==> src/rtl/sipo_deser_pkg.sv <==
// Shared types and constants for the sipo_deser serial deserializer.
// SIPO_PARITY_EN selects whether one even-parity bit trails each data word.
package sipo_pkg;

   typedef enum logic {
      IDLE  = 1'b0,
      SHIFT = 1'b1
   } state_e;

`ifdef SIPO_PARITY_EN
   localparam int unsigned PARITY_BITS = 1;
`else
   localparam int unsigned PARITY_BITS = 0;
`endif

   function automatic int unsigned clog2(input int unsigned x);
      int unsigned r;
      r = 0;
      while ((64'd1 << r) < 64'(x)) r++;
      return r;
   endfunction

endpackage

==> src/rtl/sipo_deser_if.sv <==
// Serial input, parallel output handshake and status bundle for sipo_deser.
// parity_err exists only when SIPO_PARITY_EN is defined.
interface sipo_deser_if #(
   parameter int unsigned WIDTH = 8
);
   logic             ser_in;
   logic             ser_valid;
   logic             frame_start;
   logic             out_ready;
   logic [WIDTH-1:0] out_data;
   logic             out_valid;
   logic             overrun;
   logic             frame_err;
   logic             busy;
`ifdef SIPO_PARITY_EN
   logic             parity_err;
`endif

   modport master (
      output ser_in, ser_valid, frame_start, out_ready,
      input  out_data, out_valid, overrun, frame_err, busy
`ifdef SIPO_PARITY_EN
      , input parity_err
`endif
   );

   modport slave (
      input  ser_in, ser_valid, frame_start, out_ready,
      output out_data, out_valid, overrun, frame_err, busy
`ifdef SIPO_PARITY_EN
      , output parity_err
`endif
   );
endinterface

==> src/rtl/sipo_deser_shift_core.sv <==
// Shift register and bit counter for sipo_deser: places each captured bit and
// flags the completing bit combinationally (SIPO_PARITY_EN adds a parity check).
module sipo_shift_core
   import sipo_pkg::*;
#(
   parameter int unsigned WIDTH     = 8,
   parameter int unsigned MSB_FIRST = 0
) (
   input  logic             clk,
   input  logic             reset,
   input  logic             ser_in_i,
   input  logic             ser_valid_i,
   input  logic             frame_start_i,
   input  logic             shifting_i,
   output logic [WIDTH-1:0] word_o,
`ifdef SIPO_PARITY_EN
   output logic             parity_ok_o,
`endif
   output logic             done_o
);

   localparam int unsigned     CW       = clog2(WIDTH + 1);
   localparam logic [CW-1:0]   LAST_IDX = CW'(WIDTH + PARITY_BITS - 1);

   logic [CW-1:0]    cnt_q, cnt_d;
   logic [WIDTH-1:0] shreg_q, shreg_d;
   logic [WIDTH-1:0] merged;
   logic             cap;

   // Indices at or beyond WIDTH (the parity bit) place nothing.
   function automatic logic [WIDTH-1:0] place(input int unsigned k, input logic b);
      logic [WIDTH-1:0] m;
      int unsigned      pos;
      m   = '0;
      pos = (MSB_FIRST != 0) ? (WIDTH - 1 - k) : k;
      if (k < WIDTH) begin
         for (int unsigned i = 0; i < WIDTH; i++) begin
            if (i == pos) m[i] = b;
         end
      end
      return m;
   endfunction

   always_comb begin
      cap     = ser_valid_i && (frame_start_i || shifting_i);
      merged  = shreg_q | place(32'(cnt_q), ser_in_i);
      cnt_d   = cnt_q;
      shreg_d = shreg_q;
      done_o  = 1'b0;
      if (cap) begin
         if (frame_start_i) begin
            shreg_d = place(0, ser_in_i);
            cnt_d   = CW'(1);
         end else if (cnt_q == LAST_IDX) begin
            done_o  = 1'b1;
            shreg_d = '0;
            cnt_d   = '0;
         end else begin
            shreg_d = merged;
            cnt_d   = cnt_q + 1'b1;
         end
      end
   end

   assign word_o = merged;
`ifdef SIPO_PARITY_EN
   assign parity_ok_o = ((^shreg_q) == ser_in_i);
`endif

   always_ff @(posedge clk) begin
      if (reset) begin
         cnt_q   <= '0;
         shreg_q <= '0;
      end else begin
         cnt_q   <= cnt_d;
         shreg_q <= shreg_d;
      end
   end

endmodule

==> src/rtl/sipo_deser.sv <==
// Framed serial-in/parallel-out deserializer with valid/ready output and sticky
// overrun/framing flags; SIPO_PARITY_EN adds a trailing even-parity bit and parity_err.
module sipo_deser
   import sipo_pkg::*;
#(
   parameter int unsigned WIDTH     = 8,
   parameter int unsigned MSB_FIRST = 0
) (
   input logic          clk,
   input logic          reset,
   sipo_deser_if.slave  bus
);

   state_e           state_q;
   logic [WIDTH-1:0] out_data_q;
   logic             out_valid_q;
   logic             overrun_q;
   logic             frame_err_q;
   logic             busy_q;
   logic [WIDTH-1:0] word;
   logic             done;
   logic             word_good;
`ifdef SIPO_PARITY_EN
   logic             parity_ok;
   logic             parity_err_q;
`endif

   sipo_shift_core #(
      .WIDTH     (WIDTH),
      .MSB_FIRST (MSB_FIRST)
   ) u_core (
      .clk           (clk),
      .reset         (reset),
      .ser_in_i      (bus.ser_in),
      .ser_valid_i   (bus.ser_valid),
      .frame_start_i (bus.frame_start),
      .shifting_i    (state_q == SHIFT),
      .word_o        (word),
`ifdef SIPO_PARITY_EN
      .parity_ok_o   (parity_ok),
`endif
      .done_o        (done)
   );

`ifdef SIPO_PARITY_EN
   assign word_good = done && parity_ok;
`else
   assign word_good = done;
`endif

   always_ff @(posedge clk) begin
      if (reset) begin
         state_q      <= IDLE;
         out_data_q   <= '0;
         out_valid_q  <= 1'b0;
         overrun_q    <= 1'b0;
         frame_err_q  <= 1'b0;
         busy_q       <= 1'b0;
`ifdef SIPO_PARITY_EN
         parity_err_q <= 1'b0;
`endif
      end else begin
         if (bus.ser_valid) begin
            case (state_q)
               IDLE: begin
                  if (bus.frame_start) begin
                     state_q <= SHIFT;
                     busy_q  <= 1'b1;
                  end
               end
               SHIFT: begin
                  if (bus.frame_start) begin
                     frame_err_q <= 1'b1;
                  end else if (done) begin
                     state_q <= IDLE;
                     busy_q  <= 1'b0;
                  end
               end
               default: state_q <= IDLE;
            endcase
         end

         // A completing word takes priority over a plain consume; ready frees the slot.
         if (word_good) begin
            if (!out_valid_q || bus.out_ready) begin
               out_data_q  <= word;
               out_valid_q <= 1'b1;
            end else begin
               overrun_q   <= 1'b1;
            end
         end else if (out_valid_q && bus.out_ready) begin
            out_valid_q <= 1'b0;
         end

`ifdef SIPO_PARITY_EN
         if (done && !parity_ok) parity_err_q <= 1'b1;
`endif
      end
   end

   assign bus.out_data  = out_data_q;
   assign bus.out_valid = out_valid_q;
   assign bus.overrun   = overrun_q;
   assign bus.frame_err = frame_err_q;
   assign bus.busy      = busy_q;
`ifdef SIPO_PARITY_EN
   assign bus.parity_err = parity_err_q;
`endif

endmodule

==> src/flat_wrapper.sv <==
// flat-port wrapper written by rule: the top's interface ports become plain ports
module sipo_deser_flat import sipo_pkg::*;
#(
   parameter int unsigned WIDTH     = 8,
   parameter int unsigned MSB_FIRST = 0
)
  (clk, reset, bus_ser_in, bus_ser_valid, bus_frame_start, bus_out_ready, bus_out_data, bus_out_valid, bus_overrun, bus_frame_err, bus_busy);
  sipo_deser_if #(.WIDTH(WIDTH)) bus_i ();
  input logic clk;
  input logic reset;
  input wire logic [$bits(bus_i.ser_in)-1:0] bus_ser_in;
  input wire logic [$bits(bus_i.ser_valid)-1:0] bus_ser_valid;
  input wire logic [$bits(bus_i.frame_start)-1:0] bus_frame_start;
  input wire logic [$bits(bus_i.out_ready)-1:0] bus_out_ready;
  output wire logic [$bits(bus_i.out_data)-1:0] bus_out_data;
  output wire logic [$bits(bus_i.out_valid)-1:0] bus_out_valid;
  output wire logic [$bits(bus_i.overrun)-1:0] bus_overrun;
  output wire logic [$bits(bus_i.frame_err)-1:0] bus_frame_err;
  output wire logic [$bits(bus_i.busy)-1:0] bus_busy;
  assign bus_i.ser_in = bus_ser_in;
  assign bus_i.ser_valid = bus_ser_valid;
  assign bus_i.frame_start = bus_frame_start;
  assign bus_i.out_ready = bus_out_ready;
  assign bus_out_data = bus_i.out_data;
  assign bus_out_valid = bus_i.out_valid;
  assign bus_overrun = bus_i.overrun;
  assign bus_frame_err = bus_i.frame_err;
  assign bus_busy = bus_i.busy;
  sipo_deser #(.WIDTH(WIDTH), .MSB_FIRST(MSB_FIRST)) u_core (.clk(clk), .reset(reset), .bus(bus_i));
endmodule
==> config.mk <==
export PLATFORM = sky130hd
export DESIGN_NAME = sipo_deser_flat
export DESIGN_NICKNAME = d
export VERILOG_FILES = /design/src/rtl/sipo_deser_pkg.sv /design/src/rtl/sipo_deser_if.sv /design/src/rtl/sipo_deser_shift_core.sv /design/src/rtl/sipo_deser.sv /design/src/flat_wrapper.sv
export SDC_FILE = /design/constraint.sdc
export NUM_CORES = 1
export LEC_CHECK = 0
export CAP_MARGIN = 20
export CORE_MARGIN = 1.5
export CORE_UTILIZATION = 36
export CTS_CLUSTER_SIZE = 40
export DETAILED_ROUTE_END_ITERATION = 8
export RECOVER_POWER = 100
export SYNTH_ARGS = -nofsm -noshare
export SYNTH_HDL_FRONTEND = slang
export SYNTH_SLANG_ARGS = --single-unit
==> constraint.sdc <==
create_clock -name clk -period 2.3 [get_ports clk]
set_input_delay 0.575 -clock clk [delete_from_list [all_inputs] [get_ports clk]]
set_output_delay 0.575 -clock clk [all_outputs]
set_load 0.005 [all_outputs]
# Word level (Yosys, flattened, before mapping)
# Cells that the tools add are included.
# Widths: inputs -> output; s select.
dict set report op_classes {
  n_addsub 1
  magnitude_cmp 1
  eq_ne 12
  n_mux 27
  n_bitwise 3
  n_reduce_logical 12
}
# cell n
set op_table {}
lappend op_table {{$mux 8} 3}
lappend op_table {{$mux 1} 20}
lappend op_table {{$eq 3x4->1 const A} 4}
lappend op_table {{$eq 2x4->1 const A} 2}
lappend op_table {{$mux 4} 2}
lappend op_table {{$ne 2x2->1 const B} 4}
lappend op_table {{$or 8x8->8} 1}
lappend op_table {{$reduce_and 2->1} 3}
lappend op_table {{$add 4x1->4 const B} 1}
lappend op_table {{$eq 1x4->1 const A} 1}
lappend op_table {{$eq 4x3->1 const B} 1}
lappend op_table {{$logic_not 4->1} 1}
lappend op_table {{$lt 4x4->1 const B} 1}
lappend op_table {{$pmux 1 s2} 2}
lappend op_table {{$reduce_and 4->1} 1}
lappend op_table {{$reduce_and 3->1} 1}
lappend op_table {{$logic_and 1x1->1} 2}
lappend op_table {{$logic_or 1x1->1} 2}
lappend op_table {{$not 1->1} 2}
lappend op_table {{$reduce_bool 2->1} 1}
lappend op_table {{$logic_not 1->1} 1}
dict set report word_totals {
  ff_bits 25
  input_bits 6
  output_inout_bits 12
  wordCells 64
}

# Longest topological paths before layout
dict set report depth {
  depth_word 7
  mapped_depth 5
  mapped_depth_nobuf 5
}

# Hierarchy
# A second synthesis with hierarchy kept.
dict set report unflattened {
  hier_cells 121
  hier_area_um2 1156.1
}
# module n_inst cells_per_inst area_per_inst_um2 seq_area_each_um2
set modules_own_cells {}
lappend modules_own_cells {sipo_shift_core 1 67 615.6 240.2}
lappend modules_own_cells {sipo_deser 1 54 540.5 260.2}

# Worst setup path after synthesis
# Ideal clock, no wire load.
dict set report synth_path {
  kind {input to register}
  from {input bus_frame_start}
  to {register u_core.u_core.cnt_q[3]}
  arrival_time_ps 1441
  required_time_ps 2226
  setup_slack_ps 785
  path_stages 4
  n_path_buf 1
  path_cell_list {buf_6 -> nand3b_4 -> or4_1 -> a31oi_1}
}
dict set report synth_via {
  elab_chain_cells 2
}
# element line
set synth_lines {}
lappend synth_lines {{start, declared} flat_wrapper.sv:13} ;# input wire logic [$bits(bus_i.frame_start)-1:0] bus_frame_start;
lappend synth_lines {{$logic_or 1x1->1} sipo_deser_shift_core.sv:45} ;# cap = ser_valid_i && (frame_start_i || shifting_i);
lappend synth_lines {{$logic_and 1x1->1} sipo_deser_shift_core.sv:45}
lappend synth_lines {{end signal, assigned} sipo_deser_shift_core.sv:75} ;# cnt_q <= cnt_d;
lappend synth_lines {{end, declared} sipo_deser_shift_core.sv:25} ;# logic [CW-1:0] cnt_q, cnt_d;
# Parallel ways exist; a longest one is shown, timed or not.
# A chain may end at the register's enable or synchronous reset.

# Final worst setup path
dict set report layout_path {
  from {input bus_ser_valid}
  to {register u_core.u_core.shreg_q[0]}
}
dict set report layout_via {
  elab_chain_cells 1
}
# element line
set layout_lines {}
lappend layout_lines {{start, declared} flat_wrapper.sv:12} ;# input wire logic [$bits(bus_i.ser_valid)-1:0] bus_ser_valid;
lappend layout_lines {{$logic_and 1x1->1} sipo_deser_shift_core.sv:45}
lappend layout_lines {{end signal, assigned} sipo_deser_shift_core.sv:76} ;# shreg_q <= shreg_d;
lappend layout_lines {{end, declared} sipo_deser_shift_core.sv:26} ;# logic [WIDTH-1:0] shreg_q, shreg_d;
# Every way passes these cells.

==> results by group <==
Clocking
  – Worst skew pair latency: 0.32 ns
  – Maximum root-to-sink buffer count: 2
  – CTS Buf Count: 3
  – Setup repair bufs after CTS: 0
  – # H-tree levels: 1
  – CTS tree: built
  – CTS clk-pin slew, worst paths: 0.13 ns
  – Clock sinks: 25
  – Post-CTS resize count: 0
  – CTS Root Cell: clkbuf_4
  – Post-CTS Hold Buffers: 0

Floorplanning
  – Core box area: 3080 um^2
  – Die height: 60.3 um
  – Rows: 20
  – Die span in x: 60.3 um
  – Die area: 3630 um^2
  – Initial core utilization: 38.4%
  – I/O Pins: 18

Power
  – Static leakage: 0.506 nW
  – PwrDens: 498 nW/um^2
  – Worst IR Drop VDD: 0.000304 V

Critical path
  – CP Class: primary input to flip-flop
  – Cell mode on critical path: clkbuf_1
  – Family with the most delay on the worst path: buffers and inverters
  – CP bufs+invs: 3
  – Worst path slowest cell: dlygate4sd3_1
  – Critical Path AT: 2.20 ns
  – CP Max Fanout: 11
  – Worst setup EP type: flip-flop
  – Cell Chain, Critical Path: dlygate4sd3_1 > clkbuf_1 > o21ai_0 > clkbuf_1 > a32oi_1 > a21oi_1
  – CP max stage delay: 0.60 ns
  – Startpoint types: primary input
  – Critical Path RT: 2.51 ns

Synthesis
  – Number of synthesized register bits: 25
  – Synth Instances: 131
  – Synth Warn #: 0
  – Cell variety after synth: 29
  – Count leader, synth: dfxtp_1
  – Sequential area share after synthesis: 42.4%
  – Netlist Area Pre-Place: 1180 um^2
  – Ys flop type: dfxtp_1
  – Post-synth top cells: dfxtp_1 (25), a21oi_1 (13), nor2_1 (13)
  – EDFF count, synth: 0
  – Area leader, netlist: dfxtp_1
  – Largest cells by area after synthesis: dfxtp_1 (42%), a211oi_1 (6.4%), a31oi_1 (5.8%), a21oi_1 (5.5%), o211ai_1 (4.4%)
  – Share of the synthesized area in the top cell type: 42.4%
  – Mapped Nets: 141
  – Syn avg cell area: 9.02 um^2
  – Async S/R FF share, synth: 0%

Routing
  – Vias per cell: 5.38
  – Antenna viol nets, final: 0
  – Initial DRC count: 25
  – First-pass DRT Iterations: 5
  – Routed Wire Length: 2.55 mm
  – DR WL/cell: 13.4 um
  – Residual DRC: 0
  – Vias: 1,023

Global routing
  – Largest net degree at the start of global routing: 26
  – Vias in the first global route: 928
  – Initial antenna violation count: 0
  – Total congestion overflow: 0
  – First-pass GRT wire length: 4.19 mm
  – GRT met1 Usage: 21.1%
  – M3 GR Usage: 3.90%
  – Busiest layer in global routing: met2
  – Total GRT Usage: 15.2%
  – Met2 GRT Util: 23.0%

Cells and area
  – # fillers: 309
  – Nets@finish: 157
  – Layout area overhead: 19.1%
  – Share of cells above drive strength 1: 6.85%
  – ANT cells: 0
  – Non-Filler Instances: 190
  – Multi-input logic area: 608 um^2
  – Storage element area: 500 um^2

Place
  – I/O Buffers: 17
  – Routability cong.: 0.785
  – HPWL after DPL: 1.80 mm
  – Placed cells: 186
  – Dpl ws: 0.258 ns

STA
  – Fmax: 0.504 GHz
  – Unrepaired setup endpoints after global routing: false
  – Worst Max-Slew Pin Slew: 0.525 ns
  – Final setup margin: 0.317 ns
  – Final setup viols: 0
  – Max Clock Skew: 0.00371 ns
  – Post-layout min period: 1.98 ns
  – Fin. max-slew vios: 0
  – Setup TNS: 0 ns
  – Fin. Hold Viols: 0
  – Rel. slew slack: 65.0%
  – Fin crit share: 86.2%

Worst hold path
  – Hold Crit Class: flip-flop to flip-flop

Flow run
  – Max-Cap Viols: 0

Run status
  – Outcome: completed
-- layout make-up --
class / instances / share of cell area (%)
Clock inverter: 1 / 0.356
Timing Repair Buffer: 23 / 14.5
Inverter: 3 / 0.801
Tap cell: 44 / 3.91
Multi-Input combinational cell: 91 / 43.2
Sequential cell: 25 / 35.6
Clock buffer: 3 / 1.60
-- path summary, 6_finish.rpt --
path / start / endpoint / slack, ns / depth (start not counted)
min reg2reg: u_core.u_core.shreg_q[2] / u_core.u_core.shreg_q[2] / 0.48 / 2
min: u_core.u_core.shreg_q[2] / u_core.u_core.shreg_q[2] / 0.48 / 2
max: bus_ser_valid / u_core.u_core.shreg_q[0] / 0.32 / 6
max reg2reg: u_core.u_core.cnt_q[0] / u_core.u_core.cnt_q[3] / 0.60 / 4
-- per-stage QoR --
step,util [%],hold WS (ns),cell area (um^2),power (W)
detailed placement,45.2,0.464,1390,0.000516
finish,45.7,0.480,1410,0.000700
CTS,46.1,0.482,1420,0.000708
floorplan,-,0.450,1180,0.000491
global placement,45.2,0.454,1390,0.000515
global route,45.7,0.505,1410,0.000730
-- flip-flops by register name (all words and copies together) (netlist names) --
register,cells
u_core.u_core.shreg_q,8
u_core.u_core.cnt_q,4
u_core.bus.busy,1
u_core.bus.out_data,8
u_core.state_q,1
u_core.bus.overrun,1
u_core.bus.out_valid,1
u_core.bus.frame_err,1
-- cells in the final DEF, fill, tap and decap left out, drive strengths merged, types with 4 or more instances in the layout --
| cell | netlist | layout |
|---|---|---|
| a21oi | 13 | 13 |
| clkbuf | 6 | 6 |
| a31oi | 11 | 11 |
| dfxtp | 25 | 25 |
| dlygate4sd3 | 0 | 13 |
| nor4bb | 4 | 4 |
| a211oi | 10 | 10 |
| ha | 4 | 4 |
| nor2 | 13 | 13 |
| clkdlybuf4s50 | 0 | 4 |
| o211ai | 7 | 7 |
| nand2 | 7 | 7 |
-- report_power, final --
part,switching (W),internal [W],total (W),leakage (nW)
sequential,0.00000616,0.000439,0.000445,0.202
combinational,0.0000327,0.0000259,0.0000585,0.286
clock,0.000132,0.0000651,0.000197,0.0177
-- layer usage --
layer / routed length, um / up-vias / part of all wire [%]
li1: - / 522 / -
met1: 1270 / 475 / 50
met2: 1140 / 24 / 45
met3: 130 / 2 / 5.1
met4: 16 / 0 / 0.63
met5: 0 / - / 0
-- cell families after synthesis --
group / synth area share [%]
adder cells (fa/ha/maj): 4.24
AND/OR/NAND/NOR: 21.8
AO/OA/AOI/OAI: 25.4
buffers and inverters: 6.14
flip-flops: 42.4
-- worst min-delay path, delay by kind of cell (launching register included) --
family | cells | cell delay, ns
simple gates | 1 | 0.05
flops | 1 | 0.34
compound gates | 1 | 0.05
Power figures use the tool's default switching activity.
